[src/rtl/pgm_cfg_wr.sv]
// Config-packet consumer: programs RAM banks from packets addressed to MODULE_ID,
// handles bypass opcodes, and forwards every other packet with one cycle of latency.
module pgm_cfg_wr #(
  parameter logic [7:0] MODULE_ID = 8'd70,
  parameter int         NUM_BANK  = 2,
  parameter int         DEPTH     = 128,
  parameter int         RAM_W     = 128,
  localparam int        AW        = (DEPTH > 1) ? $clog2(DEPTH) : 1
) (
  input  logic                clk,
  input  logic                rst,
  input  logic [133:0]        cin_wr_data,
  input  logic                cin_wr_data_wr,
  output logic                cout_wr_ready,
  output logic [133:0]        cout_wr_data,
  output logic                cout_wr_data_wr,
  input  logic                cin_wr_ready,
  output logic [NUM_BANK-1:0] wr2ram_wr_en,
  output logic [RAM_W-1:0]    wr2ram_wdata,
  output logic [AW-1:0]       wr2ram_addr,
  output logic                pgm_bypass_flag,
  output logic                pgm_sent_start_flag,
  output logic                pgm_sent_finish_flag,
  output logic                pgm_err
);

  typedef enum logic [1:0] {S_IDLE, S_PROG, S_DROP, S_FWD} state_t;

  state_t state_q, state_nxt;

  logic [2:0]  bank_q, bank_nxt;
  // One bit wider than the header field so out-of-range addresses never wrap back into the RAM.
  logic [16:0] addr_q, addr_nxt;
  logic [15:0] cnt_q, cnt_nxt;
  logic [15:0] idx_q, idx_nxt;
  logic        pend_fin_q, pend_fin_nxt;

  logic [133:0]        fwd_data_nxt;
  logic                fwd_vld_nxt;
  logic [NUM_BANK-1:0] wr_en_nxt;
  logic [RAM_W-1:0]    wdata_nxt;
  logic [AW-1:0]       waddr_nxt;
  logic                bypass_nxt, start_nxt, fin_nxt, err_nxt;

  logic       is_head, is_tail, is_single, match;
  logic [2:0] opcode;

  assign cout_wr_ready = cin_wr_ready;

  assign is_head   = (cin_wr_data[133:132] == 2'b01);
  assign is_tail   = (cin_wr_data[133:132] == 2'b10);
  assign is_single = (cin_wr_data[133:132] == 2'b00);
  assign opcode    = cin_wr_data[126:124];
  assign match     = cin_wr_data[127] && (cin_wr_data[111:104] == MODULE_ID);

  // NOTE: every variable gets a default at the top of always_comb so no path leaves it unassigned (no latch).
  always_comb begin
    state_nxt    = state_q;
    bank_nxt     = bank_q;
    addr_nxt     = addr_q;
    cnt_nxt      = cnt_q;
    idx_nxt      = idx_q;
    pend_fin_nxt = 1'b0;
    fwd_data_nxt = cout_wr_data;
    fwd_vld_nxt  = 1'b0;
    wr_en_nxt    = '0;
    wdata_nxt    = wr2ram_wdata;
    waddr_nxt    = wr2ram_addr;
    bypass_nxt   = pgm_bypass_flag;
    start_nxt    = 1'b0;
    fin_nxt      = pend_fin_q;
    err_nxt      = pgm_err;

    if (cin_wr_data_wr) begin
      case (state_q)
        S_IDLE: begin
          if (is_head || is_single) begin
            if (match) begin
              case (opcode)
                3'b001: begin
                  bank_nxt  = cin_wr_data[102:100];
                  addr_nxt  = {1'b0, cin_wr_data[79:64]};
                  cnt_nxt   = cin_wr_data[63:48];
                  idx_nxt   = '0;
                  start_nxt = 1'b1;
                  // A single-word program has no entries: finish follows start directly.
                  pend_fin_nxt = is_single;
                end
                3'b010:  bypass_nxt = 1'b1;
                3'b011:  bypass_nxt = 1'b0;
                default: err_nxt    = 1'b1;
              endcase
              if (is_head) state_nxt = (opcode == 3'b001) ? S_PROG : S_DROP;
            end else begin
              fwd_vld_nxt  = 1'b1;
              fwd_data_nxt = cin_wr_data;
              if (is_head) state_nxt = S_FWD;
            end
          end
          // Orphan body/tail words (e.g. after a reset mid-packet) are discarded.
        end

        S_PROG: begin
          if (is_head) err_nxt = 1'b1;
          if (idx_q < cnt_q) begin
            idx_nxt  = idx_q + 16'd1;
            addr_nxt = addr_q + 17'd1;
            if ((addr_q >= 17'(DEPTH)) || ({1'b0, bank_q} >= 4'(NUM_BANK))) begin
              err_nxt = 1'b1;
            end else begin
              for (int b = 0; b < NUM_BANK; b++) wr_en_nxt[b] = (bank_q == 3'(b));
              wdata_nxt = cin_wr_data[RAM_W-1:0];
              waddr_nxt = addr_q[AW-1:0];
            end
          end
          if (is_tail) begin
            state_nxt = S_IDLE;
            fin_nxt   = 1'b1;
            if (idx_nxt < cnt_q) err_nxt = 1'b1;
          end
        end

        S_DROP: begin
          if (is_head) err_nxt = 1'b1;
          if (is_tail) state_nxt = S_IDLE;
        end

        S_FWD: begin
          if (is_head) err_nxt = 1'b1;
          fwd_vld_nxt  = 1'b1;
          fwd_data_nxt = cin_wr_data;
          if (is_tail) state_nxt = S_IDLE;
        end

        default: state_nxt = S_IDLE;
      endcase
    end
  end

  // NOTE: sequential state uses non-blocking assignments so all registers update from pre-edge values.
  always_ff @(posedge clk) begin
    if (rst) begin
      state_q              <= S_IDLE;
      bank_q               <= '0;
      addr_q               <= '0;
      cnt_q                <= '0;
      idx_q                <= '0;
      pend_fin_q           <= 1'b0;
      cout_wr_data         <= '0;
      cout_wr_data_wr      <= 1'b0;
      wr2ram_wr_en         <= '0;
      wr2ram_wdata         <= '0;
      wr2ram_addr          <= '0;
      pgm_bypass_flag      <= 1'b0;
      pgm_sent_start_flag  <= 1'b0;
      pgm_sent_finish_flag <= 1'b0;
      pgm_err              <= 1'b0;
    end else begin
      state_q              <= state_nxt;
      bank_q               <= bank_nxt;
      addr_q               <= addr_nxt;
      cnt_q                <= cnt_nxt;
      idx_q                <= idx_nxt;
      pend_fin_q           <= pend_fin_nxt;
      cout_wr_data         <= fwd_data_nxt;
      cout_wr_data_wr      <= fwd_vld_nxt;
      wr2ram_wr_en         <= wr_en_nxt;
      wr2ram_wdata         <= wdata_nxt;
      wr2ram_addr          <= waddr_nxt;
      pgm_bypass_flag      <= bypass_nxt;
      pgm_sent_start_flag  <= start_nxt;
      pgm_sent_finish_flag <= fin_nxt;
      pgm_err              <= err_nxt;
    end
  end

endmodule
[config.mk]
export PLATFORM = sky130hd
export DESIGN_NAME = pgm_cfg_wr
export DESIGN_NICKNAME = d
export VERILOG_FILES = /design/src/rtl/pgm_cfg_wr.sv
export SDC_FILE = /design/constraint.sdc
export NUM_CORES = 1
export LEC_CHECK = 0
export BUFFER_PORTS_ARGS = -buffer_cell sky130_fd_sc_hd__buf_2
export CORE_AREA = 2 2 155 173
export CTS_BUF_LIST = sky130_fd_sc_hd__clkbuf_8
export CTS_CLUSTER_DIAMETER = 40
export CTS_CLUSTER_SIZE = 10
export DETAILED_ROUTE_END_ITERATION = 12
export DIE_AREA = 0 0 157 175
export PLACE_DENSITY_LB_ADDON = 0.08
export REMOVE_ABC_BUFFERS = 1
export SLEW_MARGIN = 20
export SYNTH_ARGS = -nofsm -noshare
export SYNTH_HDL_FRONTEND = slang
export SYNTH_SLANG_ARGS = --single-unit
[constraint.sdc]
create_clock -name clk -period 4.8 [get_ports clk]
set_input_delay 1.44 -clock clk [delete_from_list [all_inputs] [get_ports clk]]
set_output_delay 1.44 -clock clk [all_outputs]
set_load 0.03 [all_outputs]
# After elaboration in Yosys (flattened, before gate mapping)
# Index checks and enable logic that the tools add are counted.
# W data, S select, Z words.
[totals] reg_bits=331 input_bits=138 output_inout_bits=277 word_cells=110
[classes] n_addsub=2 n_lt_le_gt_ge=4 eq_ne=18 n_mux=39 n_bitwise=8 reduce_logical=24
[op_table] cell="$mux W134" count=2
[op_table] cell="$pmux W134 S2" count=1
[op_table] cell="$mux W16" count=6
[op_table] cell="$mux W17" count=4
[op_table] cell="$pmux W17 S2" count=1
[op_table] cell="$lt A16 B16 Y1" count=2
[op_table] cell="$pmux W16 S2" count=1
[op_table] cell="$add A17 B1 Y17 const B" count=1
[op_table] cell="$ge A17 B8 Y1 const B" count=1
[op_table] cell="$add A16 B1 Y16 const B" count=1
[op_table] cell="$reduce_and A4 Y1" count=4
[op_table] cell="$reduce_and A5 Y1" count=3
[op_table] cell="$mux W1" count=14
[op_table] cell="$ne A2 B2 Y1 const B" count=7
[op_table] cell="$mux W2" count=6
[op_table] cell="$reduce_or A5 Y1" count=2
[op_table] cell="$eq A8 B7 Y1 const B" count=1
[op_table] cell="$not A1 Y1" count=8
[op_table] cell="$eq A2 B2 Y1 const B" count=3
[op_table] cell="$eq A3 B1 Y1 const B" count=2
[op_table] cell="$eq A3 B2 Y1 const B" count=2
[op_table] cell="$reduce_and A6 Y1" count=1
[op_table] cell="$reduce_bool A2 Y1" count=3
[op_table] cell="$reduce_or A3 Y1" count=2
[op_table] cell="12 further kinds" count=17

# Depth between registers and ports, before layout
# Gate-level depths: netlist of the first run.
[depth] depth_word=8 ltp_mapped=16

# Worst setup path after synthesis of the first run
# No wires, ideal clock.
[synth_path] path_kind="flip-flop to flip-flop" start="reg idx_q[7]" end="reg pgm_err" arrival_ns=3.289 t_required_ns=4.680 path_slack_ns=1.392 stages_incl_launch_ff=16 n_path_buf=1 period_less_slack_ns=3.408 path_cell_list="dfxtp_1 ha_1 and3_1 a221oi_1 o221ai_1 nor2_1 clkbuf_1 nand3_1 xnor2_1 ha_1 a211oi_1 o21ai_0 a31oi_1 o211ai_1 a31oi_1 o31a_1"
[synth_via] elab_chain_cells=8 elab_cells_between_ends=10
[synth_rtl] element="from (decl)" line="35" source="logic [15:0] idx_q, idx_nxt;"
[synth_rtl] element="from (signal assigned)" line="163" source="idx_q <= idx_nxt;"
[synth_rtl] element="$add A16 B1 Y16 or $lt A16 B16 Y1 (tied branches)" line="106, 105"
[synth_rtl] element="$mux W16" line="105" source="if (idx_q < cnt_q) begin"
[synth_rtl] element="$mux W16" line="75" source="case (state_q)"
[synth_rtl] element="$mux W16" line="74" source="if (cin_wr_data_wr) begin"
[synth_rtl] element="$lt A16 B16 Y1" line="119" source="if (idx_nxt < cnt_q) err_nxt = 1'b1;"
[synth_rtl] element="$mux W1" line="119"
[synth_rtl] element="$mux W1 *" line="116" source="if (is_tail) begin"
[synth_rtl] element="$pmux W1 S3 *" line="75"
[synth_rtl] element="to (signal assigned)" line="173" source="pgm_err <= err_nxt;"
[synth_rtl] element="to (decl)" line="24" source="output logic pgm_err"
# Every way passes the cells marked *; elsewhere a longest branch is shown, timed or not. The select of a mux whose other input is x is not followed.
# A chain may end at the register's enable or synchronous reset.

# Worst setup path in the final report of the first run
# Same ends and word-level chain as after synthesis.

==> impl_metrics.env, run 1 <==
export IMPL_clock_path_buffers=3
export IMPL_antenna_found_initial=7
export IMPL_synth_avg_cell_area_um2=8.657
export IMPL_die_area_um2=27480
export IMPL_synth_edf_count=0
export IMPL_p_per_area_nw_per_um2=344.3
export IMPL_rr_endpoint="pgm_err"
export IMPL_vias=12260
export IMPL_cts_resized=0
export IMPL_track_usage_pct=28.42
export IMPL_maxSlewHeadroom_pct=39.14
export IMPL_layout_common_cells="buf_2 (411), nand2_1 (347), dfxtp_1 (331), a21oi_1 (166), nor2_1 (161)"
export IMPL_netlist_top_cells_area="dfxtp_1 (49%), mux2i_1 (10%), nand2_1 (9.7%), a21oi_1 (6.2%), nor2_1 (4.5%)"
export IMPL_synth_flop_cell="dfxtp_1"
export IMPL_cts_hold_buf=0
export IMPL_dp_hpwl_mm=28.19
export IMPL_rows=62
export IMPL_p_leak_nw=7.063
export IMPL_seqPwrFrac_pct=50.3
export IMPL_ff2ff_path_depth=14
export IMPL_total_power_mw=5.711
export IMPL_syn2layout_area_growth_pct=23.38
export IMPL_grt_pass1_vias=11800
export IMPL_hold_start="cnt_q[1]"
export IMPL_timing_fmax_mhz=254.8
export IMPL_gp_congestion=0.9392
export IMPL_worst_setup_path_end_kind="flop"
export IMPL_worstPathMaxFanout=28
export IMPL_p_int_mw=4.139
export IMPL_cp_start_kind="flop"
export IMPL_pwr_share_comb_pct=11.3
export IMPL_top_layer_used="met5"
export IMPL_worst_slack_ps=875.5
export IMPL_die_height_um=175
export IMPL_finalWirelength_mm=40.28
export IMPL_period_needed_ps=3925
export IMPL_met1_length_mm=15.64
export IMPL_path_class="reg2reg"
export IMPL_drcViolationCount=0
export IMPL_cts_buffers=45
export IMPL_grt_max_degree=150
export IMPL_drt_iter0_markers=799
export IMPL_wl_per_cell_um=17.48
export IMPL_utilization_pct=64.60
export IMPL_critical_path_max_stage_delay_ps=500
export IMPL_setup_viol_count_final=0
export IMPL_cp_required_ps=5290
export IMPL_crit_buf_inv=2
export IMPL_clkSlewWorstSetupHoldPaths_ps=80
export IMPL_synthCells=1553
export IMPL_die_w_um=157
export IMPL_gr_total_overflow=0
export IMPL_worst_clock_skew_ps=20.13
export IMPL_htreeDepth=2
export IMPL_coreArea_um2=25680
export IMPL_vdd_ir_drop_max_mv=0.2703
export IMPL_cts_root_buffer="clkbuf_8"
export IMPL_wl_met3_mm=3.453
export IMPL_hold_end="cnt_q[1]"
export IMPL_insertion_delay_ps=560
export IMPL_ys_seq_area_share_pct=49.29
export IMPL_via_per_inst=5.321
export IMPL_min_path_type="reg2reg"
export IMPL_layout_commonest_cell="buf_2"
export IMPL_outcome="completed"
export IMPL_dp_slack_ps=872.9
export IMPL_fin_setup_tns_ps=0
export IMPL_p_switching_mw=1.572
export IMPL_clkPwrFrac_pct=38.4
export IMPL_r2r_start="idx_q[7]"
export IMPL_grt_pass1_wl_mm=62.34
export IMPL_rrSetupSlack_ps=880
export IMPL_synth_warnings=0
export IMPL_dr_pass1_iters=5
export IMPL_wl_met2_mm=19.91
export IMPL_crit_chain="ha_1 -> and3_1 -> a221oi_1 -> o221ai_1 -> buf_4 -> nor2_1 -> buf_4 -> nand2_1 -> xnor2_1 -> ha_1 -> nor4b_1 -> nand4_1 -> a31oi_1 -> o31a_1"
export IMPL_hold_viol_final=0
export IMPL_min_period_over_period_pct=81.76
export IMPL_worstHoldPathCells=2
export IMPL_cts_setup_buffers=0
export IMPL_rsz0062_at_grt="no"
export IMPL_clkSinkCount=331
export IMPL_io_buffer_count=412
export IMPL_async_reset_ff_share_pct=0
export IMPL_crit_arrival_ps=4420
export IMPL_cts_tree="done"
export IMPL_crit_family="simple AND/OR/NAND/NOR gates"
export IMPL_tightest_slew_ps=912.9
export IMPL_cap_violations=0
export IMPL_p_sw_share_pct=27.52
export IMPL_netlist_area_um2=13440
export IMPL_synth_top_area_share_pct=49.29
export IMPL_layout_drive_gt1_share_pct=25.99
export IMPL_cp_slowest_cell="dfxtp_1"
export IMPL_synth_seq_cells=331
export IMPL_synth_cell_types=62
export IMPL_drv_slew=0
export IMPL_synth_top_cell_by_area="dfxtp_1"
export IMPL_start_util_pct=52.36
export IMPL_ios=415
export IMPL_fin_nets=2099
export IMPL_ant_nets=0
## final cells by class
class | count | area, um2
fillers | 2301 | 9090
flip-flops and latches | 331 | 6626
multi-input cells | 1088 | 6270
repair buffers | 426 | 2227
clock buffers | 54 | 743.2
well taps | 352 | 440.4
clock inverters | 20 | 157.7
inverters | 32 | 120.1
diodes | 1 | 2.502
## synth_stat cells (all sizes together), types with 19 or more instances
cell type	instances
nand2	347
dfxtp	331
a21oi	168
nor2	161
mux2i	138
clkbuf	71
ha	37
a31oi	33
buf	31
inv	31
o21ai	25
nand3	19
## worst register-to-register path, delay by kind of cell, from the launching register on
kind / cells / cell delay (ps)
and+or+nand+nor: 5 / 1240
AOI/OAI and AO/OA: 4 / 900
buffers and inverters: 2 / 550
adders and majority gates: 2 / 510
DFF: 1 / 500
xor gates and xnor gates: 1 / 150
## worst max path at each step
| stage | slack, ps | from | to | depth (start not counted) |
|---|---|---|---|---|
| global placement | 930 | cin_wr_data[107] | addr_q[10] | 7 |
| detailed placement | 870 | cin_wr_data[107] | addr_q[9] | 7 |
| finish | 880 | idx_q[7] | pgm_err | 14 |
| global route | 650 | cnt_q[13] | pgm_err | 15 |
| CTS | 1000 | idx_q[7] | pgm_err | 14 |
| floorplan | -10810 | cin_wr_data_wr | wr2ram_wr_en[1] | 3 |
## metrics by stage
step	hold WS [ps]	instance area, um2	instances
final	450.9	16590	2304
after global routing	470.5	16580	2303
after CTS	452.1	16580	2303
after detailed placement	443.0	15680	2229
after global placement	439.0	15680	2229
after floorplan	412.6	12990	1451
## power groups by stage
stage | combinational [mW] | clock (mW) | sequential [mW]
detailed placement | 0.650 | 0 | 2.93
CTS | 0.651 | 2.24 | 2.87
global placement | 0.643 | 0 | 2.93
floorplan | 0.205 | 0 | 3.09
finish | 0.647 | 2.19 | 2.87
global route | 0.701 | 2.36 | 2.88
## logic make-up after synthesis
group / synth area share, %
AND/OR/NAND/NOR: 19.13
flip-flops: 49.29
AO/OA/AOI/OAI: 12.69
multiplexers: 10.27
buffers and inverters: 4.253
adder cells (fa/ha/maj): 3.443
XOR/XNOR: 0.9121
## metal layers
| layer | vias to the layer above | track usage [%] |
|---|---|---|
| li1 | 6039 | - |
| met1 | 5715 | 32.24 |
| met2 | 398 | 49.10 |
| met3 | 96 | 10.02 |
| met4 | 12 | 10.13 |
| met5 | - | 0 |
## registers in the layout, summed over array words and instances (netlist names)
signal and cells:
pgm_sent_finish_flag 1, wr2ram_addr 7, state_q 2, addr_q 17, bank_q 3, wr2ram_wr_en 2, pgm_sent_start_flag 1, pend_fin_q 1
idx_q 16, cout_wr_data_wr 1, pgm_err 1, cout_wr_data 134, pgm_bypass_flag 1, cnt_q 16, wr2ram_wdata 128
No activity file was read; power rests on OpenSTA's default activity.
==> run 2, diff against run 1 <==
--- a/config.mk
+++ b/config.mk
@@ -6,12 +6,12 @@
 export NUM_CORES = 1
 export LEC_CHECK = 0
 export BUFFER_PORTS_ARGS = -buffer_cell sky130_fd_sc_hd__buf_2
-export CORE_AREA = 2 2 155 173
+export CORE_AREA = 2 2 163 181
 export CTS_BUF_LIST = sky130_fd_sc_hd__clkbuf_8
 export CTS_CLUSTER_DIAMETER = 40
 export CTS_CLUSTER_SIZE = 10
 export DETAILED_ROUTE_END_ITERATION = 12
-export DIE_AREA = 0 0 157 175
+export DIE_AREA = 0 0 165 183
 export PLACE_DENSITY_LB_ADDON = 0.08
 export REMOVE_ABC_BUFFERS = 1
 export SLEW_MARGIN = 20
==> constraint.sdc (replaced) <==
create_clock -name clk -period 3.4 [get_ports clk]
set_input_delay 1.02 -clock clk [delete_from_list [all_inputs] [get_ports clk]]
set_output_delay 1.02 -clock clk [all_outputs]
set_load 0.03 [all_outputs]
==> impl_metrics.env, run 2 (synthesis gave the netlist of run 1 again) <==
export IMPL_min_path_type="reg2reg"
export IMPL_maxSlewHeadroom_pct=47.93
export IMPL_cts_hold_buf=0
export IMPL_ant_nets=0
export IMPL_cp_start_kind="flop"
export IMPL_period_needed_ps=3241
export IMPL_fin_nets=2148
export IMPL_io_buffer_count=412
export IMPL_cp_required_ps=3890
export IMPL_grt_busiest_layer="met2"
export IMPL_gp_congestion=0.8894
export IMPL_cts_buffers=43
export IMPL_syn2layout_area_growth_pct=28.00
export IMPL_cts_tree="done"
export IMPL_die_height_um=183
export IMPL_antenna_found_initial=8
export IMPL_n_fill_cell=2645
export IMPL_tightest_slew_ps=781.1
export IMPL_fin_setup_tns_ps=0
export IMPL_vias=12350
export IMPL_die_area_um2=30200
export IMPL_instances_no_fill=2360
export IMPL_outcome="completed"
export IMPL_via_per_inst=5.235
export IMPL_finalWirelength_mm=42.32
export IMPL_coreArea_um2=28380
export IMPL_worstHoldPathCells=2
export IMPL_p_per_area_nw_per_um2=453.2
export IMPL_largest_register_ff_count=134
export IMPL_dp_hpwl_mm=30.50
export IMPL_insertion_delay_ps=550
export IMPL_top_regs="cout_wr_data x134, wr2ram_wdata x128, addr_q x17"
export IMPL_clkSlewWorstSetupHoldPaths_ps=70
export IMPL_start_util_pct=47.37
export IMPL_gr_total_overflow=0
export IMPL_rsz0062_at_grt="no"
export IMPL_crit_arrival_ps=3730
export IMPL_vdd_ir_drop_max_mv=0.3602
export IMPL_worst_clock_skew_ps=14.44
export IMPL_die_w_um=165
export IMPL_hold_viol_final=0
export IMPL_worst_setup_path_end_kind="flop"
export IMPL_cap_violations=0
export IMPL_drt_iter0_markers=756
export IMPL_path_class="reg2reg"
export IMPL_layout_drive_gt1_share_pct=29.23
export IMPL_htreeDepth=2
export IMPL_largest_register="cout_wr_data"
export IMPL_met3_usage_pct=8.820
export IMPL_clock_path_buffers=3
export IMPL_ff2ff_path_depth=14
export IMPL_hold_ws_ps=452.3
export IMPL_min_period_over_period_pct=95.32
export IMPL_total_power_mw=7.798
export IMPL_dr_pass1_iters=7
export IMPL_track_usage_pct=27.11
export IMPL_setup_viol_count_final=0
export IMPL_cts_root_buffer="clkbuf_8"
export IMPL_layout_commonest_cell="buf_2"
export IMPL_use_met2_pct=46.37
export IMPL_worstPathMaxFanout=7
export IMPL_wl_per_cell_um=17.93
export IMPL_drv_slew=0
export IMPL_dpl_cell_count=2292
export IMPL_p_leak_nw=7.343
export IMPL_utilization_pct=60.63
export IMPL_ios=415
export IMPL_rrSetupSlack_ps=160
export IMPL_clkSinkCount=331
export IMPL_grt_pass1_vias=12010
export IMPL_timing_fmax_mhz=308.6
export IMPL_grt_pass1_wl_mm=64.75
export IMPL_drcViolationCount=0
export IMPL_grt_max_degree=92
export IMPL_rows=65
export IMPL_layout_common_cells="buf_2 (411), nand2_1 (345), dfxtp_1 (325), a21oi_1 (166), nor2_1 (160)"
export IMPL_grt_use_met1_pct=30.58
[run 2: path summary, 6_finish.rpt]
| check | from | to |
|---|---|---|
| worst max-delay path | cnt_q[1] | pgm_err |
| worst min-delay path | cout_wr_data[60] | cout_wr_data[60] |
| worst max register to register | cnt_q[1] | pgm_err |
| worst min register to register | cout_wr_data[60] | cout_wr_data[60] |
[run 2: cell type report]
type / count / area [um2] / area share [%]
Timing Repair Buffer: 477 / 2748 / 15.97
Clock inverter: 14 / 127.6 / 0.7416
Inverter: 32 / 120.1 / 0.6980
Sequential cell: 331 / 6634 / 38.55
Tap cell: 368 / 460.4 / 2.676
Multi-Input combinational cell: 1088 / 6476 / 37.63
Clock buffer: 46 / 633.1 / 3.679
Antenna cell: 4 / 10.01 / 0.05816
[run 2: repair_timing]
| action | CTS | global route |
|---|---|---|
| buffers inserted | 0 | 4 |
| resized for setup | 3 | 38 |
| cloned | 0 | 0 |
| pin swaps | 1 | 17 |
| endpoints found under the setup margin | 1 | 1 |
[run 2: power breakdown]
part,total (mW),switching [mW],internal (mW)
clock,2.81,1.42,1.39
sequential,4.05,0.0576,3.99
combinational,0.939,0.663,0.275
[run 2: per-stage QoR]
step,instance area (um2),worst slack (ps)
global placement,16190,1.094
detailed placement,16190,-51.69
floorplan,12990,-12160
CTS,16970,21.54
finish,17210,159.1
global route,17200,9.595
[run 2: routing by layer]
metal / wire, um / vias to the layer above / share of wire (%)
li1: - / 6105 / -
met1: 16340 / 5743 / 39
met2: 20600 / 395 / 49
met3: 3389 / 107 / 8.0
met4: 1966 / 4 / 4.6
met5: 24 / - / 0.057
[run 2: critical path: stages (launching register included)]
cell and delay [ps]:
dfxtp_1 330, inv_1 70, ha_1 340, a2111oi_4 440, o32a_1 310, nand2_4 130
nor3_4 200, xor2_1 180, ha_2 290, o21ai_0 150, o21ai_1 100, a31oi_1 200
o21ai_1 110, a21oi_1 160, o31a_1 150
==> run 3, diff against run 2 <==
--- a/config.mk
+++ b/config.mk
@@ -13,6 +13,7 @@
 export DETAILED_ROUTE_END_ITERATION = 12
 export DIE_AREA = 0 0 165 183
 export PLACE_DENSITY_LB_ADDON = 0.08
+export RECOVER_POWER = 50
 export REMOVE_ABC_BUFFERS = 1
 export SLEW_MARGIN = 20
 export SYNTH_ARGS = -nofsm -noshare
==> impl_metrics.env, run 3 (synthesis gave the netlist of run 1 again) <==
export IMPL_outcome="completed"
export IMPL_worstPathMaxFanout=7
export IMPL_rsz0062_at_grt="no"
export IMPL_finalWirelength_mm=42.16
export IMPL_crit_path_frequent_cell="a31oi_1"
export IMPL_critical_path_max_stage_delay_ps=440
export IMPL_largest_register_ff_count=134
export IMPL_hold_start="cnt_q[6]"
export IMPL_vias=12400
export IMPL_ff2ff_path_depth=14
export IMPL_hold_viol_final=0
export IMPL_via_per_inst=5.254
export IMPL_worstHoldPathCells=2
export IMPL_grt_pass1_vias=12010
export IMPL_dp_hpwl_mm=30.50
export IMPL_period_needed_ps=3244
export IMPL_min_path_type="reg2reg"
export IMPL_die_height_um=183
export IMPL_die_w_um=165
export IMPL_cap_violations=0
export IMPL_dr_pass1_iters=5
export IMPL_cts_tree="done"
export IMPL_ant_nets=0
export IMPL_largest_register="cout_wr_data"
export IMPL_clkSlewWorstSetupHoldPaths_ps=70
export IMPL_setup_viol_count_final=0
export IMPL_cp_required_ps=3830
export IMPL_drt_iter0_markers=803
export IMPL_insertion_delay_ps=550
export IMPL_worst_slack_ps=155.6
export IMPL_p_per_area_nw_per_um2=461.4
export IMPL_dpl_cell_count=2292
export IMPL_crit_arrival_ps=3680
export IMPL_r2r_start="cnt_q[1]"
export IMPL_wl_per_cell_um=17.87
export IMPL_maxSlewHeadroom_pct=46.26
export IMPL_crit_chain="inv_1 -> ha_1 -> a2111oi_4 -> o32a_1 -> nand2_4 -> nor3_4 -> xor2_1 -> ha_2 -> a211oi_2 -> o21ai_1 -> a31oi_1 -> o211ai_1 -> a31oi_1 -> o31a_1"
export IMPL_regArea_um2=6634
export IMPL_grt_max_degree=92
export IMPL_fin_nets=2148
export IMPL_cts_hold_buf=0
export IMPL_timing_fmax_mhz=308.2
export IMPL_coreArea_um2=28380
export IMPL_hold_ws_ps=451.1
export IMPL_top_regs="cout_wr_data x134, wr2ram_wdata x128, addr_q x17"
export IMPL_drv_slew=0
export IMPL_min_period_over_period_pct=95.42
export IMPL_start_util_pct=47.37
export IMPL_cp_slowest_cell="a2111oi_4"
export IMPL_worst_clock_skew_ps=15.37
export IMPL_path_class="reg2reg"
export IMPL_instances_no_fill=2360
export IMPL_drcViolationCount=0
export IMPL_track_usage_pct=27.11
export IMPL_cts_buffers=43
export IMPL_layout_drive_gt1_share_pct=14.84
export IMPL_crit_start="cnt_q[1]"
export IMPL_fin_setup_tns_ps=0
export IMPL_die_area_um2=30200
export IMPL_syn2layout_area_growth_pct=25.07
export IMPL_layout_common_cells="nand2_1 (345), dfxtp_1 (325), clkbuf_1 (281), a21oi_1 (167), nor2_1 (160)"
export IMPL_gr_total_overflow=0
export IMPL_grt_pass1_wl_mm=64.75
export IMPL_worst_setup_path_end_kind="flop"
export IMPL_multi_input_area_um2=6444
export IMPL_io_buffer_count=412
export IMPL_cp_start_kind="flop"
export IMPL_antenna_found_initial=8
export IMPL_dp_slack_ps=-51.69
export IMPL_layout_commonest_cell="nand2_1"
export IMPL_ios=415
export IMPL_clkSinkCount=331
export IMPL_p_leak_nw=6.144
export IMPL_cts_root_buffer="clkbuf_8"
export IMPL_htreeDepth=2
export IMPL_fin_area_um2=16810
export IMPL_gp_congestion=0.8894
export IMPL_vdd_ir_drop_max_mv=0.3588
export IMPL_tightest_slew_ps=794.9
export IMPL_n_fill_cell=2794
export IMPL_rows=65
export IMPL_clock_path_buffers=3
export IMPL_placed_cell_area_um2=16190
## run 3: layer usage
metal	GRT usage (%)	part of all wire, %	wire length [um]
met5	0	0.064	27
met4	12.17	4.3	1831
met3	8.820	8.2	3447
met2	46.37	49	20780
met1	30.58	38	16080
## run 3: power breakdown
| part | switching (mW) | total, mW | internal, mW |
|---|---|---|---|
| registers | 0.0602 | 4.05 | 3.99 |
| clock network | 1.42 | 2.80 | 1.39 |
| logic | 0.659 | 0.899 | 0.241 |
## run 3: what timing repair did
| item | 4_1_cts | 5_1_grt |
|---|---|---|
| buffers inserted | 0 | 4 |
| resized for setup | 3 | 38 |
| hold endpoints to repair | 0 | 0 |
| setup endpoints to repair | 1 | 1 |
| pin swaps | 1 | 17 |
## run 3: final timing paths
path	slack (ps)	to
max reg2reg	160	pgm_err
min	450	cnt_q[6]
min reg2reg	450	cnt_q[6]
max	160	pgm_err
## run 3: cell type report
cell class / count / area share [%]
well taps: 368 / 2.738
clock inverters: 14 / 0.7590
flip-flops and latches: 331 / 39.45
repair buffers: 477 / 14.19
diodes: 4 / 0.05953
multi-input cells: 1088 / 38.32
clock buffers: 46 / 3.765
inverters: 32 / 0.7143
## run 3: stage by stage
stage | power [mW] | util (%)
floorplan | 4.650 | -
global placement | 5.069 | 57.06
detailed placement | 5.081 | 57.06
CTS | 7.877 | 59.77
global route | 8.077 | 59.22
finish | 7.758 | 59.24
## run 3: worst max-delay path, delay by kind of cell, from the launching register on
kind	cells	cell delay, ps
compound gates	8	1600
xor+xnor	1	240
fa+ha+maj	2	570
buf+inv	1	70
flops	1	330
simple gates	2	340
